`src/rtl/fetch_pkg.sv`:
```
// Shared types and constants for the fetch response path.
//   NOP_INSTR     : instruction substituted into entries whose PC is misaligned
//   fetch_entry_t : one queued fetch result {pc, instr, fault}
//   pc_misaligned : true when a PC is not on a 4-byte boundary
package fetch_pkg;

  localparam logic [31:0] NOP_INSTR = 32'h0000_0013;

  typedef struct packed {
    logic [31:0] pc;
    logic [31:0] instr;
    logic        fault;
  } fetch_entry_t;

  function automatic logic pc_misaligned(input logic [31:0] pc);
    return |pc[1:0];
  endfunction

endpackage

```
`src/rtl/fetch_fifo.sv`:
```
// DEPTH-entry synchronous FIFO of fetch_entry_t.
//   clk, rst   : clock, asynchronous active-high reset (pointers/count only)
//   clear      : synchronous discard of all entries, wins over push/pop
//   push, push_data : write one entry at the tail
//   pop        : retire the head entry
//   head       : entry at the read pointer (meaningful when count != 0)
//   count      : number of valid entries, 0..DEPTH
// The owner guarantees no push when full and no pop when empty.
module fetch_fifo
  import fetch_pkg::*;
#(
  parameter int DEPTH = 4,
  parameter int PW    = $clog2(DEPTH),
  parameter int CW    = $clog2(DEPTH) + 1
) (
  input  logic          clk,
  input  logic          rst,
  input  logic          clear,
  input  logic          push,
  input  fetch_entry_t  push_data,
  input  logic          pop,
  output fetch_entry_t  head,
  output logic [CW-1:0] count
);

  fetch_entry_t  mem_r [DEPTH];
  logic [PW-1:0] wr_ptr_r;
  logic [PW-1:0] rd_ptr_r;
  logic [CW-1:0] count_r;

  // Pointer and occupancy bookkeeping; pointers wrap naturally at DEPTH-1.
  always_ff @(posedge clk or posedge rst) begin
    if (rst) begin
      wr_ptr_r <= PW'(0);
      rd_ptr_r <= PW'(0);
      count_r  <= CW'(0);
    end else if (clear) begin
      wr_ptr_r <= PW'(0);
      rd_ptr_r <= PW'(0);
      count_r  <= CW'(0);
    end else begin
      if (push) wr_ptr_r <= wr_ptr_r + PW'(1);
      if (pop)  rd_ptr_r <= rd_ptr_r + PW'(1);
      case ({push, pop})
        2'b10:   count_r <= count_r + CW'(1);
        2'b01:   count_r <= count_r - CW'(1);
        default: count_r <= count_r;
      endcase
    end
  end

  // Entry storage; contents are don't-care after reset or clear.
  always_ff @(posedge clk) begin
    if (push && !clear) mem_r[wr_ptr_r] <= push_data;
  end

  assign head  = mem_r[rd_ptr_r];
  assign count = count_r;

endmodule

```
`src/rtl/fetch_resp_queue_chk.sv`:
```
// Checker for fetch_resp_queue occupancy.
//   clk, rst  : clock and asynchronous active-high reset
//   count     : entries currently held in the queue
//   inflight  : one memory read outstanding
// Accepted-but-unretired work (queued plus in flight) must never exceed DEPTH.
module fetch_resp_queue_chk #(
  parameter int DEPTH = 4,
  parameter int CW    = $clog2(DEPTH) + 1
) (
  input logic          clk,
  input logic          rst,
  input logic [CW-1:0] count,
  input logic          inflight
);

  logic [CW:0] occ_s;

  assign occ_s = {1'b0, count} + {{CW{1'b0}}, inflight};

  a_occ_bound: assert property (@(posedge clk) disable iff (rst)
    occ_s <= (CW+1)'(DEPTH));

endmodule

```
`src/rtl/fetch_resp_queue.sv`:
```
// Fetch response queue: accepts PCs from the fetch stage, issues one
// synchronous instruction-memory read per accepted PC, and queues
// {pc, instr, fault} for decode.
//   clk, rst      : clock, asynchronous active-high reset
//   s_valid_i/s_ready_o/s_pc_i : PC stream from the PC generator
//   imem_req_o/imem_addr_o     : read strobe and byte address
//   imem_rdata_i  : read data, valid one cycle after imem_req_o
//   m_valid_o/m_ready_i        : queue head handshake to decode
//   m_pc_o/m_instr_o/m_fault_o : queue head contents
//   flush_i       : branch redirect, discards queued and in-flight work
module fetch_resp_queue
  import fetch_pkg::*;
#(
  parameter int          DEPTH = 4,
  parameter logic [31:0] NOP   = NOP_INSTR
) (
  input  logic        clk,
  input  logic        rst,
  input  logic        s_valid_i,
  output logic        s_ready_o,
  input  logic [31:0] s_pc_i,
  output logic        imem_req_o,
  output logic [31:0] imem_addr_o,
  input  logic [31:0] imem_rdata_i,
  output logic        m_valid_o,
  input  logic        m_ready_i,
  output logic [31:0] m_pc_o,
  output logic [31:0] m_instr_o,
  output logic        m_fault_o,
  input  logic        flush_i
);

  localparam int CW = $clog2(DEPTH) + 1;

  logic          inflight_r;
  logic [31:0]   pc_r;
  logic          fault_r;
  logic [CW-1:0] count_s;
  logic [CW:0]   occ_s;
  logic          acc_s;
  logic          push_s;
  logic          pop_s;
  fetch_entry_t  wr_entry_s;
  fetch_entry_t  head_s;

  // The in-flight read reserves a slot, so ready looks at queued plus
  // outstanding work; a pop this cycle deliberately does not free a slot.
  assign occ_s = {1'b0, count_s} + {{CW{1'b0}}, inflight_r};

  // Upstream handshake and memory request generation.
  always_comb begin
    s_ready_o  = 1'b0;
    imem_req_o = 1'b0;
    if (!rst && !flush_i && (occ_s < (CW+1)'(DEPTH))) begin
      s_ready_o = 1'b1;
    end else begin
      s_ready_o = 1'b0;
    end
    acc_s = s_valid_i & s_ready_o;
    if (acc_s && !pc_misaligned(s_pc_i)) begin
      imem_req_o = 1'b1;
    end else begin
      imem_req_o = 1'b0;
    end
  end

  assign imem_addr_o = s_pc_i;

  // Remembers the accepted PC until its read data returns next cycle.
  always_ff @(posedge clk or posedge rst) begin
    if (rst) begin
      inflight_r <= 1'b0;
      pc_r       <= 32'h0000_0000;
      fault_r    <= 1'b0;
    end else if (flush_i) begin
      inflight_r <= 1'b0;
    end else begin
      inflight_r <= acc_s;
      if (acc_s) begin
        pc_r    <= s_pc_i;
        fault_r <= pc_misaligned(s_pc_i);
      end
    end
  end

  // Faulting entries never issued a read, so the bus data is replaced.
  always_comb begin
    wr_entry_s.pc    = pc_r;
    wr_entry_s.fault = fault_r;
    if (fault_r) begin
      wr_entry_s.instr = NOP;
    end else begin
      wr_entry_s.instr = imem_rdata_i;
    end
  end

  // A flush drops the response arriving this cycle and blocks any pop.
  assign push_s    = inflight_r & ~flush_i;
  assign m_valid_o = (count_s != CW'(0)) & ~flush_i;
  assign pop_s     = m_valid_o & m_ready_i;

  fetch_fifo #(.DEPTH(DEPTH)) u_fifo (
    .clk       (clk),
    .rst       (rst),
    .clear     (flush_i),
    .push      (push_s),
    .push_data (wr_entry_s),
    .pop       (pop_s),
    .head      (head_s),
    .count     (count_s)
  );

  assign m_pc_o    = head_s.pc;
  assign m_instr_o = head_s.instr;
  assign m_fault_o = head_s.fault;

  fetch_resp_queue_chk #(.DEPTH(DEPTH)) u_chk (
    .clk      (clk),
    .rst      (rst),
    .count    (count_s),
    .inflight (inflight_r)
  );

endmodule

```
`config.mk`:
```
export PLATFORM = sky130hd
export DESIGN_NAME = fetch_resp_queue
export DESIGN_NICKNAME = d
export VERILOG_FILES = /design/src/rtl/fetch_pkg.sv /design/src/rtl/fetch_fifo.sv /design/src/rtl/fetch_resp_queue_chk.sv /design/src/rtl/fetch_resp_queue.sv
export SDC_FILE = /design/constraint.sdc
export NUM_CORES = 1
export LEC_CHECK = 0
export CAP_MARGIN = 20
export CORE_ASPECT_RATIO = 1.2
export CORE_MARGIN = 2
export CORE_UTILIZATION = 54
export DETAILED_ROUTE_END_ITERATION = 12
export PLACE_DENSITY = 0.79
export SLEW_MARGIN = 20
export SYNTH_ARGS = -nofsm -noshare
export SYNTH_HDL_FRONTEND = slang
export SYNTH_SLANG_ARGS = --single-unit
```
`constraint.sdc`:
```
create_clock -name clk -period 3.4 [get_ports clk]
set_input_delay 0.68 -clock clk [delete_from_list [all_inputs] [get_ports clk]]
set_output_delay 0.68 -clock clk [all_outputs]
set_load 0.01 [all_outputs]
```
; ---- After elaboration in Yosys (flattened, before gate mapping)
; Memory sizes are Yosys's and may differ from the RTL's.
; Cells that the tools add are included.
[op_classes]
eq_ne = 2
bitwise = 5
n_mux = 12
reduce_logical = 13
n_lt_le_gt_ge = 1
n_addsub = 5
[ops]
columns = op, count
row1 = $mux W32, 1
row2 = $mux W2, 4
row3 = $pmux W3 S2, 1
row4 = $reduce_bool A3 Y1, 2
row5 = $mux W1, 5
row6 = $add A2 B1 Y2 const B, 2
row7 = $add A3 B1 Y4, 1
row8 = $and A1 B1 Y1, 4
row9 = $logic_and A1 B1 Y1, 4
row10 = $lt A4 B3 Y1 const B, 1
row11 = $reduce_bool A2 Y1, 2
row12 = $add A3 B1 Y3 const B, 1
row13 = $logic_not A1 Y1, 3
row14 = $mux W3, 1
row15 = $sub A3 B1 Y3 const B, 1
row16 = $eq A2 B1 Y1 const B, 1
row17 = $eq A2 B2 Y1 const B, 1
row18 = $reduce_and A2 Y1, 1
row19 = $reduce_or A2 Y1, 1
row20 = $not A1 Y1, 1
[totals]
output_inout_bits = 100
wordCells = 45
in_bits = 69
memories = 1
register_bits = 41
mem_bits_rw = 260
[mem_list]
columns = name, words, word_bits, read_ports, rd_ports_with_merged_regs, write_ports, line
row1 = u_fifo.mem_r, 4, 65, 1, 0, 1, fetch_fifo.sv:26  ; fetch_entry_t mem_r [DEPTH];

; ---- Logic depth before layout (Yosys ltp)
[logic_depth]
word_depth = 7
ltp_mapped = 6
depth_no_buf = 6

; ---- Cells and area by module
; Synthesis repeated with hierarchy kept, for this count alone.
[unflattened]
hier_cells = 532
area_unflattened_um2 = 11760.0
[modules_own_cells]
columns = module, seq_area_each_um2, cells_each, area_per_inst_um2, instances
row1 = fetch_fifo, 7982.7, 382, 9844.4, 1
row2 = fetch_resp_queue, 850.8, 150, 1915.6, 1

; ---- Least setup slack after synthesis
; Ideal clock, no wire load.
[synth_path]
path_type = input to register
from = in flush_i
to = mem u_fifo.mem_r[0][0] in the netlist's numbering, enable pin
cell_stages = 3
n_path_buf = 1
slack_ns = 0.368
required_ns = 2.970
setup_ns = 0.430
arrival_time_ns = 2.602
cell_sequence = clkbuf_1 nor2b_1 and2_1
[synth_between]
elab_chain_len = 5
word_cells_on_any_way = 6
cone_classes = mux (2) / bitwise (2) / reduce/logical (2)
[synth_rtl]
columns = item, line
row1 = from (decl), fetch_resp_queue.sv:30  ; input logic flush_i
row2 = $not A1 Y1 (no source line), -
row3 = $and A1 B1 Y1, fetch_resp_queue.sv:98  ; assign push_s = inflight_r & ~flush_i;
row4 = $logic_and A1 B1 Y1 (*), fetch_fifo.sv:54  ; if (push && !clear) mem_r[wr_ptr_r] <= push_data;
row5 = $mux W1 (*), fetch_fifo.sv:54
row6 = $mux W1 (not written as such) (*), fetch_fifo.sv:54
row7 = to (decl), fetch_fifo.sv:26
; Every way passes the cells marked *; elsewhere a longest branch is shown, timed or not.

; ---- Worst setup path in the final report
[layout_path]
from = reg u_fifo.rd_ptr_r[0]
to = out m_instr_o[0]
[layout_between]
elab_chain_len = 1
[layout_rtl]
columns = item, line
row1 = from (decl), fetch_fifo.sv:28  ; logic [PW-1:0] rd_ptr_r;
row2 = from (signal assigned), fetch_fifo.sv:43  ; if (pop) rd_ptr_r <= rd_ptr_r + PW'(1);
row3 = $mem_v2 Z4 W65, -
row4 = to (decl), fetch_resp_queue.sv:28  ; output logic [31:0] m_instr_o,
; No other way between the ends.

==> impl_metrics.ini <==
[power]
peakVddDrop_v = 0.000553
powerDensity_mw_per_mm2 = 574
p_total_mw = 8.31
p_leak_nw = 4.86

[placement]
dp_cells = 937
numPortBuffers = 168
post-place-ws_ns = 0.502
place_congestion = 0.715
hpwl_um = 13000
dpl_cell_area_mm2 = 0.0135

[global_routing]
overflow = 0
grt_start_max_net_pins = 66
grt_antenna_before_repair = 0
grt_pass1_vias = 5882
grtUsageTotal = 0.188
grt_pass1_wl_um = 32900

[cts]
insertion_delay_ns = 0.52
clkSlewWorstSetupHoldPaths_ns = 0.07
cts_setup_buffers = 0
cts_buffers = 27
root_buffer = clkbuf_16
clockBufferDepth = 3
post_cts_resized = 0
cts.sinks = 301
cts.hold.buffers_added = 0
htree_num_levels = 1
cts_tree = built

[critical_path]
worstPathArrival_ns = 2.58
path_max_fanout = 30
cp-end-kind = output port
crit_type = register to output port
cp.required_ns = 2.72
critPathLaunchType = register

[drt]
dr.pass1.iters = 4
wl_per_cell_um = 21.6
antenna_left = 0
dr_total_vias = 5428
avgViaCountPerCell = 5.51
drc = 0
drt_iter0_markers = 373
totalWireLength_um = 21300

[timing]
hold_violations = 0
timing.fmax_mhz = 307
relSlewSlack = 0.349
setup_tns_ns = 0
worst_slack_ns = 0.142
setup_violations = 0
fin_crit_sh = 0.958
worst_pin_slew_ns = 0.976
finalCriticalPeriod_ns = 3.26
hold_ws_ns = 0.517
rsz0062_at_grt = false
slew_viol_final = 0
clock_skew_ns = 0.0155

[floorplanning]
dieHeight_um = 165
core-area_mm2 = 0.0215
placementRows = 59
io_pins = 169
initial_core_util = 0.545
die_area_mm2 = 0.0229
die_w_um = 138

[yosys]
ys_ff_latch = 301
synth_cells = 533
yosys.cell_types.count = 29
synth_area_mm2 = 0.0117
ys_seq_area_frac = 0.755
ys_warn_count = 0
syn_avg_cell_area_um2 = 21.9
syn_nets = 607

[layout]
layout.cells.non_filler = 986
final_nets = 766
drive_above_1_share = 0.236
syn_to_final_growth_pct = 23.6
fin_area_mm2 = 0.0145
postLayoutCoreUtil = 0.673
num_antenna_cells = 0

[outcome]
outcome = finished, final reports clean

[worst_hold_path]
hold_class = register to register

[job]
cap_violations = 0
## flip-flops by register name, indices dropped and copies added, names as in the netlist
signal           count
u_fifo.count         3
u_fifo.rd_ptr_r      2
inflight_r           1
u_fifo.mem_r       260
pc_r                32
fault_r              1
u_fifo.wr_ptr_r      2
## cells in the final DEF (no fill, tap or decap), drive strengths merged
cell type and n:
a21oi 1, xnor2 5, clkbuf 30, or2 3, o31ai 1, a32oi 1, nor2 9, nand2b 2
clkinvlp 1, and2 5, buf 16, o21ai 1, bufinv 5, inv 7, nor3 5, fa 1
ha 4, nor2b 30, dfrtp 41, edfxtp 260, a221oi 1, nand3 3, mux2i 3, clkdlybuf4s50 168
mux4 65, clkinv 12, mux2 32
## critical path: stages (launching register included)
cell and delay, ns:
dfrtp_4 0.65, buf_12 0.30, mux4_2 0.57, clkdlybuf4s50_1 0.49
## layer usage
layer,track usage,part of all wire,vias to the layer above
met2,0.344,0.54,168
li1,-,-,2427
met5,0,0,-
met4,0.0413,0.013,0
met3,0.0300,0.055,25
met1,0.240,0.39,2808
## synth_stat cells
library cell / count / area [um^2]
nor3_1: 3 / 15.0
mux2_4: 27 / 405
ha_1: 4 / 50.1
dfrtp_1: 41 / 1030
buf_4: 36 / 270
mux2i_1: 3 / 30.0
inv_1: 6 / 22.5
o21ai_0: 1 / 5.00
nand2b_1: 2 / 12.5
mux2_2: 5 / 56.3
nor3_2: 2 / 20.0
fa_1: 1 / 20.0
buf_2: 7 / 35.0
xnor2_1: 5 / 43.8
and2_2: 1 / 7.51
nor2_1: 9 / 33.8
edfxtp_1: 260 / 7810
mux4_2: 65 / 1460
a221oi_1: 1 / 8.76
a21oi_1: 1 / 5.00
o31ai_4: 1 / 21.3
nand3_1: 2 / 10.0
and2_1: 4 / 25.0
clkbuf_1: 7 / 26.3
or2_2: 3 / 18.8
nand3_4: 1 / 17.5
nor2b_1: 30 / 188
a32oi_1: 1 / 8.76
buf_6: 4 / 45.0
## worst paths after layout
| path | startpoint | depth (start not counted) | endpoint | slack, ns |
|---|---|---|---|---|
| max in group asynchronous | rst | 3 | pc_r[8] | 2.06 |
| max reg2reg | inflight_r | 3 | u_fifo.mem_r[1][53] | 1.30 |
| min reg2reg | pc_r[11] | 0 | u_fifo.mem_r[1][44] | 0.52 |
| min | pc_r[11] | 0 | u_fifo.mem_r[1][44] | 0.52 |
| min in group asynchronous | rst | 2 | u_fifo.count[1] | 0.67 |
| max | u_fifo.rd_ptr_r[0] | 3 | m_instr_o[0] | 0.14 |
## layout make-up
cell class | count | area, um^2
Fill cell | 1333 | 7020
Multi-Input combinational cell | 172 | 2480
Sequential cell | 301 | 8840
Clock buffer | 30 | 687
Timing Repair Buffer | 184 | 1860
Inverter | 6 | 22.5
Tap cell | 274 | 343
Clock inverter | 19 | 226
## logic make-up after synthesis
family                     synth area share
AOI/OAI and AO/OA                   0.00417
xor gates and xnor gates            0.00374
adders and majority gates           0.00599
buffers and inverters                0.0341
DFF                                   0.755
muxes                                 0.167
and+or+nand+nor                      0.0297
## where the power goes
| part | switching, mW | total [mW] | internal [mW] |
|---|---|---|---|
| logic | 0.300 | 0.803 | 0.504 |
| clock network | 1.25 | 3.09 | 1.84 |
| registers | 0.165 | 4.42 | 4.25 |
| total | 1.72 | 8.31 | 6.59 |
No activity file was read; power rests on OpenSTA's default activity.
